<file path="config.mk">
export PLATFORM = sky130hd
export DESIGN_NAME = decode_stage
export DESIGN_NICKNAME = d
export VERILOG_FILES = /design/src/rtl/decoder_pkg.sv /design/src/rtl/decode_comb.sv /design/src/rtl/decode_stage.sv
export SDC_FILE = /design/constraint.sdc
export NUM_CORES = 1
export LEC_CHECK = 0
export CORE_ASPECT_RATIO = 1.4
export CORE_MARGIN = 1.5
export CORE_UTILIZATION = 40
export CTS_CLUSTER_DIAMETER = 50
export DETAILED_ROUTE_END_ITERATION = 10
export GPL_TIMING_DRIVEN = 1
export PLACE_DENSITY = 0.81
export SYNTH_ARGS = -nofsm -noshare
export SYNTH_HDL_FRONTEND = slang
export SYNTH_SLANG_ARGS = --single-unit
</file>
<file path="constraint.sdc">
create_clock -name clk -period 6.4 [get_ports clk]
set_input_delay 0.96 -clock clk [delete_from_list [all_inputs] [get_ports clk]]
set_output_delay 0.96 -clock clk [all_outputs]
set_load 0.01 [all_outputs]
</file>
<file path="src/rtl/decoder_pkg.sv">
// Shared encodings, decoded-bundle and write-entry types for the decode stage.
package decoder_pkg;

    localparam logic [5:0] OPC_RTYPE = 6'h00;
    localparam logic [5:0] OPC_LW    = 6'h23;
    localparam logic [5:0] OPC_SW    = 6'h2B;
    localparam logic [5:0] OPC_J     = 6'h02;
    localparam logic [5:0] OPC_JAL   = 6'h03;
    localparam logic [5:0] OPC_BNE   = 6'h05;
    localparam logic [5:0] OPC_XORI  = 6'h0E;
    localparam logic [5:0] OPC_ADDI  = 6'h08;

    localparam logic [5:0] FN_ADD = 6'h20;
    localparam logic [5:0] FN_SUB = 6'h22;
    localparam logic [5:0] FN_SLT = 6'h2A;
    localparam logic [5:0] FN_JR  = 6'h08;

    localparam logic [4:0] REG_RA = 5'd31;

    typedef enum logic [2:0] {
        ALU_ADD = 3'd0,
        ALU_SUB = 3'd1,
        ALU_XOR = 3'd2,
        ALU_SLT = 3'd3
    } alu_op_e;

    typedef enum logic [1:0] {
        PC_PLUS4  = 2'd0,
        PC_BRANCH = 2'd1,
        PC_JUMP   = 2'd2,
        PC_REG    = 2'd3
    } pc_src_e;

    typedef enum logic [1:0] {
        DIN_ALU = 2'd0,
        DIN_MEM = 2'd1,
        DIN_PC4 = 2'd2
    } reg_din_e;

    typedef struct packed {
        logic       valid;
        logic [4:0] addr;
        logic       is_load;
    } wr_entry_t;

    typedef struct packed {
        logic [4:0]  rs;
        logic [4:0]  rt;
        logic [4:0]  rd;
        logic [4:0]  reg_w_addr;
        logic [25:0] j_addr;
        logic [31:0] imm;
        alu_op_e     op;
        pc_src_e     pc_src;
        reg_din_e    reg_din;
        logic        reg_we;
        logic        dm_we;
        logic        alu_b_src;
        logic        illegal;
    } dec_t;

    // True when either enabled read register matches a live pending write.
    function automatic logic entry_hit(input wr_entry_t e,
                                       input logic [4:0] ra, input logic ra_en,
                                       input logic [4:0] rb, input logic rb_en);
        return e.valid && ((ra_en && (e.addr == ra)) || (rb_en && (e.addr == rb)));
    endfunction

endpackage

</file>
<file path="src/rtl/decode_comb.sv">
// Purely combinational instruction decode: control bundle, read set and write entry.
module decode_comb
    import decoder_pkg::*;
(
    input  logic [31:0] instr,
    output dec_t        dec,
    output logic        rs_rd,
    output logic        rt_rd,
    output wr_entry_t   wr
);

    logic [5:0] opcode;
    logic [5:0] funct;

    assign opcode = instr[31:26];
    assign funct  = instr[5:0];

    always_comb begin
        dec            = '0;
        dec.rs         = instr[25:21];
        dec.rt         = instr[20:16];
        dec.rd         = instr[15:11];
        dec.j_addr     = instr[25:0];
        dec.imm        = {{16{instr[15]}}, instr[15:0]};
        dec.reg_w_addr = (opcode == OPC_RTYPE) ? instr[15:11] : instr[20:16];
        dec.op         = ALU_ADD;
        dec.pc_src     = PC_PLUS4;
        dec.reg_din    = DIN_ALU;

        case (opcode)
            OPC_RTYPE: begin
                case (funct)
                    FN_ADD: dec.reg_we = 1'b1;
                    FN_SUB: begin
                        dec.reg_we = 1'b1;
                        dec.op     = ALU_SUB;
                    end
                    FN_SLT: begin
                        dec.reg_we = 1'b1;
                        dec.op     = ALU_SLT;
                    end
                    FN_JR:   dec.pc_src  = PC_REG;
                    default: dec.illegal = 1'b1;
                endcase
            end
            OPC_LW: begin
                dec.reg_we    = 1'b1;
                dec.reg_din   = DIN_MEM;
                dec.alu_b_src = 1'b1;
            end
            OPC_SW: begin
                dec.dm_we     = 1'b1;
                dec.alu_b_src = 1'b1;
            end
            OPC_J: dec.pc_src = PC_JUMP;
            OPC_JAL: begin
                dec.pc_src     = PC_JUMP;
                dec.reg_we     = 1'b1;
                dec.reg_din    = DIN_PC4;
                dec.reg_w_addr = REG_RA;
            end
            OPC_BNE: begin
                dec.pc_src = PC_BRANCH;
                dec.op     = ALU_SUB;
            end
            OPC_XORI: begin
                dec.imm       = {16'h0000, instr[15:0]};
                dec.op        = ALU_XOR;
                dec.reg_we    = 1'b1;
                dec.alu_b_src = 1'b1;
            end
            OPC_ADDI: begin
                dec.reg_we    = 1'b1;
                dec.alu_b_src = 1'b1;
            end
            default: dec.illegal = 1'b1;
        endcase

        // $0 is hardwired, so it never creates or consumes a dependency.
        rs_rd = (opcode != OPC_J) && (opcode != OPC_JAL) && (dec.rs != '0);
        rt_rd = ((opcode == OPC_RTYPE) || (opcode == OPC_BNE) || (opcode == OPC_SW))
                && (dec.rt != '0);

        wr.valid   = dec.reg_we && (dec.reg_w_addr != '0);
        wr.addr    = dec.reg_w_addr;
        wr.is_load = (opcode == OPC_LW);
    end

endmodule

</file>
<file path="src/rtl/decode_stage.sv">
// Registered decode stage with valid/ready handshake and a RAW-hazard write scoreboard.
module decode_stage
    import decoder_pkg::*;
#(
    parameter int unsigned PIPE_DEPTH = 2,
    parameter bit          FORWARD    = 1'b0
) (
    input  logic        clk,
    input  logic        reset,
    input  logic        flush,
    input  logic [31:0] instr,
    input  logic        in_valid,
    output logic        in_ready,
    output logic        out_valid,
    input  logic        out_ready,
    output logic [4:0]  rs,
    output logic [4:0]  rt,
    output logic [4:0]  rd,
    output logic [4:0]  regWAddr,
    output logic [25:0] jAddr,
    output logic [31:0] imm,
    output logic [2:0]  op,
    output logic [1:0]  pcSrcCtrl,
    output logic [1:0]  regDInCtrl,
    output logic        regWe,
    output logic        dmWe,
    output logic        aluBSrcCtrl,
    output logic        illegal
);

    dec_t      dec;
    logic      rs_rd;
    logic      rt_rd;
    wr_entry_t dec_wr;

    dec_t      out_d, out_q;
    wr_entry_t out_wr_d, out_wr_q;
    logic      out_valid_d, out_valid_q;
    wr_entry_t sb_d [PIPE_DEPTH];
    wr_entry_t sb_q [PIPE_DEPTH];
    logic      hazard;
    logic      accept;

    decode_comb u_decode_comb (
        .instr (instr),
        .dec   (dec),
        .rs_rd (rs_rd),
        .rt_rd (rt_rd),
        .wr    (dec_wr)
    );

    always_comb begin
        hazard = 1'b0;
        if (out_valid_q && entry_hit(out_wr_q, dec.rs, rs_rd, dec.rt, rt_rd))
            hazard = FORWARD ? out_wr_q.is_load : 1'b1;
        if (!FORWARD) begin
            for (int unsigned i = 0; i < PIPE_DEPTH; i++)
                if (entry_hit(sb_q[i], dec.rs, rs_rd, dec.rt, rt_rd))
                    hazard = 1'b1;
        end
    end

    assign in_ready = (!out_valid_q || out_ready) && !hazard && !flush;
    assign accept   = in_valid && in_ready;

    always_comb begin
        out_valid_d = out_valid_q;
        out_d       = out_q;
        out_wr_d    = out_wr_q;
        if (flush) begin
            out_valid_d = 1'b0;
        end else if (accept) begin
            out_valid_d = 1'b1;
            out_d       = dec;
            out_wr_d    = dec_wr;
        end else if (out_ready) begin
            out_valid_d = 1'b0;
        end

        // A flushed instruction leaves an empty slot so older writes keep their age.
        sb_d = sb_q;
        if (out_ready) begin
            sb_d[0] = (out_valid_q && !flush) ? out_wr_q : '0;
            for (int unsigned i = 1; i < PIPE_DEPTH; i++)
                sb_d[i] = sb_q[i-1];
        end
    end

    always_ff @(posedge clk) begin
        if (reset) begin
            out_valid_q <= 1'b0;
            out_q       <= '0;
            out_wr_q    <= '0;
            for (int unsigned i = 0; i < PIPE_DEPTH; i++)
                sb_q[i] <= '0;
        end else begin
            out_valid_q <= out_valid_d;
            out_q       <= out_d;
            out_wr_q    <= out_wr_d;
            sb_q        <= sb_d;
        end
    end

    assign out_valid   = out_valid_q;
    assign rs          = out_q.rs;
    assign rt          = out_q.rt;
    assign rd          = out_q.rd;
    assign regWAddr    = out_q.reg_w_addr;
    assign jAddr       = out_q.j_addr;
    assign imm         = out_q.imm;
    assign op          = out_q.op;
    assign pcSrcCtrl   = out_q.pc_src;
    assign regDInCtrl  = out_q.reg_din;
    assign regWe       = out_q.reg_we;
    assign dmWe        = out_q.dm_we;
    assign aluBSrcCtrl = out_q.alu_b_src;
    assign illegal     = out_q.illegal;

endmodule

</file>
==> impl_metrics.ini <==
[synth]
async_flop_share_pct = 0
synth.distinct_cells = 47
synth_fp_nets = 419
synth_top_area_share_pct = 34.6
syn_area_um2 = 3240
synth_area_leaders = dfxtp_1 35%, buf_4 12%, mux2i_1 10%, nor2_1 5.4%, xor2_1 4.9%
syn_inst = 382
ys_seq_area_share_pct = 34.6
yosysWarningCount = 0
synth-main-ff-cell = dfxtp_1
synth_edf_count = 0
avgSynthCellArea_um2 = 8.49
synth_seq_cells = 56
synth_top_area_cell = dfxtp_1

[cells_and_area]
antenna_cells = 0
num-nets-final = 477
fin_util_pct = 53.9
areaGrowthSynthToFinish_pct = 29.7
drive_above_1_share_pct = 4.99
multi_input_area_um2 = 1600
fin_cells = 541
final-seq-area_um2 = 1120
fillers = 714

[power]
finalPower_uw = 734
p_per_area_nw_per_um2 = 174
p_leak_nw = 1.61
vdd_drop_max_mv = 0.0864

[clock_tree]
hold_buffers = 0
cts_resized = 0
root_buffer = clkbuf_8
clock_sinks = 56
clockBufferDepth = 2
htree_num_levels = 2
clock_latency_ns = 0.32
cts_setup_buffers = 0
cts_tree = built
cts_buffers = 5
path_clk_slew_ns = 0.11

[sta]
finalHoldViolCount = 0
rsz0062_at_grt = no
slew_violations = 0
fmax_mhz = 239
finClkSkew_ns = 0.00910
worst_slack_ns = 2.22
timing.setup.tns_ns = 0
fin_crit_ns = 4.18
min_period_over_period_pct = 65.3
slew_headroom_pct = 32.4
finalSetupViolCount = 0
worst_pin_slew_ns = 1.01

[setup_path]
cpMostUsedCell = clkdlybuf4s50_1
crit_path_max_incr_delay_ns = 0.80
arrival_ns = 3.22
worst-setup-path-type = input port to output port
required_ns = 5.44
startpoint_type = input port
crit_slowest_cell = clkdlybuf4s50_1
r2r_slack_ns = 3.63
crit-reg2reg-capture = jAddr[0]
cp-endpoint = in_ready
worstSetupStartpoint = out_ready
timing.rr.start = out_wr_q[2]
reg2regPathDepth = 8
critPathCaptureType = output port
worstPathCellList = clkdlybuf4s50_1 > clkinv_1 > a21oi_1 > nand2_1 > nor2_1 > clkdlybuf4s50_1
critPathMaxFanout = 12

[global_routing]
grt_util_met1_pct = 20.1
grtUsageMet2_pct = 35.0
use_met3_pct = 3.24
grt_pass1_vias = 2576
grtUsageTotal_pct = 18.4
grt_pass1_wl_um = 12600
grt_max_degree = 60
antenna_found_initial = 0
overflow = 0
grt_busiest_layer = met2

[routing]
wl_per_cell_um = 15.2
drt_iter0_markers = 171
drc = 0
vias_per_cell = 5.17
antenna_left = 0
vias = 2799
wl_um = 8240
drt_first_pass_iters = 4

[job]
maxCapViolCount = 0

[placement]
placed_cells = 533
dpl.hpwl_um = 6190
place.gp.congestion = 0.849
pre_cts_ws_ns = 2.23
numPortBuffers = 126

[die]
core-area_um2 = 7800
start_util_pct = 41.6
die_h_um = 110
rows = 38
die_width_um = 79.1
ios = 128
die_area_um2 = 8660

[run_status]
status = completed

[worst_hold_path]
min_path_type = flop to flop
logic make-up (layout without fill, tap and decap cells):
logic type             after synthesis  in the layout  share of synthesized area (%)
AND/OR/NAND/NOR                    140            140                           21.7
buffers and inverters               77            136                           16.1
flip-flops                          56             56                           34.6
AO/OA/AOI/OAI                       42             42                           8.41
multiplexers                        34             34                           10.5
XOR/XNOR                            32             32                           8.65
other                                1              1                          0.116
registers in the layout, indices dropped and copies added (netlist names):
name,cells
aluBSrcCtrl,1
dmWe,1
illegal,1
imm,1
jAddr,13
op,2
out_valid,1
out_wr_q,6
pcSrcCtrl,2
rd,4
regDInCtrl,2
regWe,1
rs,5
rt,4
sb_q,12
worst min path at each step:
stage | startpoint | to | slack (ns) | cells past startpoint
after floorplan | out_wr_q[6] | out_wr_q[6] | 0.46 | 2
after global placement | regDInCtrl[0] | regDInCtrl[0] | 0.44 | 2
after detailed placement | op[1] | op[1] | 0.44 | 2
after CTS | op[1] | op[1] | 0.46 | 2
after global routing | aluBSrcCtrl | aluBSrcCtrl | 0.49 | 2
final | op[1] | op[1] | 0.46 | 2
through the flow:
step                hold WS, ns  cell area (um^2)
floorplan                 0.457              3240
global placement          0.440              4110
detailed placement        0.443              4110
CTS                       0.459              4210
global route              0.494              4210
finish                    0.460              4210
cell usage after synthesis (2+ instances only):
master and n:
nor3_1 7, xor2_1 18, nor2b_1 2, mux2i_1 34, a31o_2 5, or4_1 4
buf_4 53, nor2_1 47, nand3_1 11, nor4_1 5, and3_1 3, buf_6 3
a21oi_1 19, nand3b_1 7, dfxtp_1 56, a32oi_1 2, nand2_1 36, buf_2 9
and2_1 2, nand4_1 3, xnor2_1 14, o31ai_1 2, or3_1 2, o21ai_0 6
clkbuf_1 10
cell usage in the layout (no fill, tap or decap), types with 2 or more instances in the layout:
master and count:
a32oi_1 2, nor3_1 7, clkdlybuf4s50_1 125, nor2b_1 2, nand3_1 11, nand2_1 36, and3_1 3, nor4_1 5
clkbuf_8 5, o31ai_1 2, nor2_1 47, clkinvlp_4 2, or4_1 4, and2_1 2, mux2i_1 34, nand4_1 3
a31o_2 5, nand3b_1 7, xnor2_1 14, a21oi_1 19, dfxtp_1 56, o21ai_0 6, xor2_1 18, or3_1 2
area by class of cell:
type,instances,share of cell area (%)
inverters,1,0.0893
clock inverters,3,0.565
clock buffers,5,1.64
flip-flops and latches,56,26.7
well taps,100,2.98
repair buffers,127,30.1
multi-input cells,249,38.0
layer usage:
metal  vias to the layer above  routed length (um)
li1                       1350                   -
met1                      1328                3100
met2                       103                4420
met3                        18                 504
met4                         0                 206
met5                         -                   0
critical path, delay by kind of cell:
kind	cells	cell delay [ns]
AND/OR/NAND/NOR	2	0.20
buffers and inverters	3	1.71
AO/OA/AOI/OAI	1	0.35
where the power goes:
group / internal (mW) / total (mW) / switching (mW)
clock network: 0.0779 / 0.204 / 0.126
registers: 0.359 / 0.372 / 0.0121
logic: 0.0864 / 0.158 / 0.0719
total: 0.524 / 0.734 / 0.210
(Power assumes the default switching activity.)
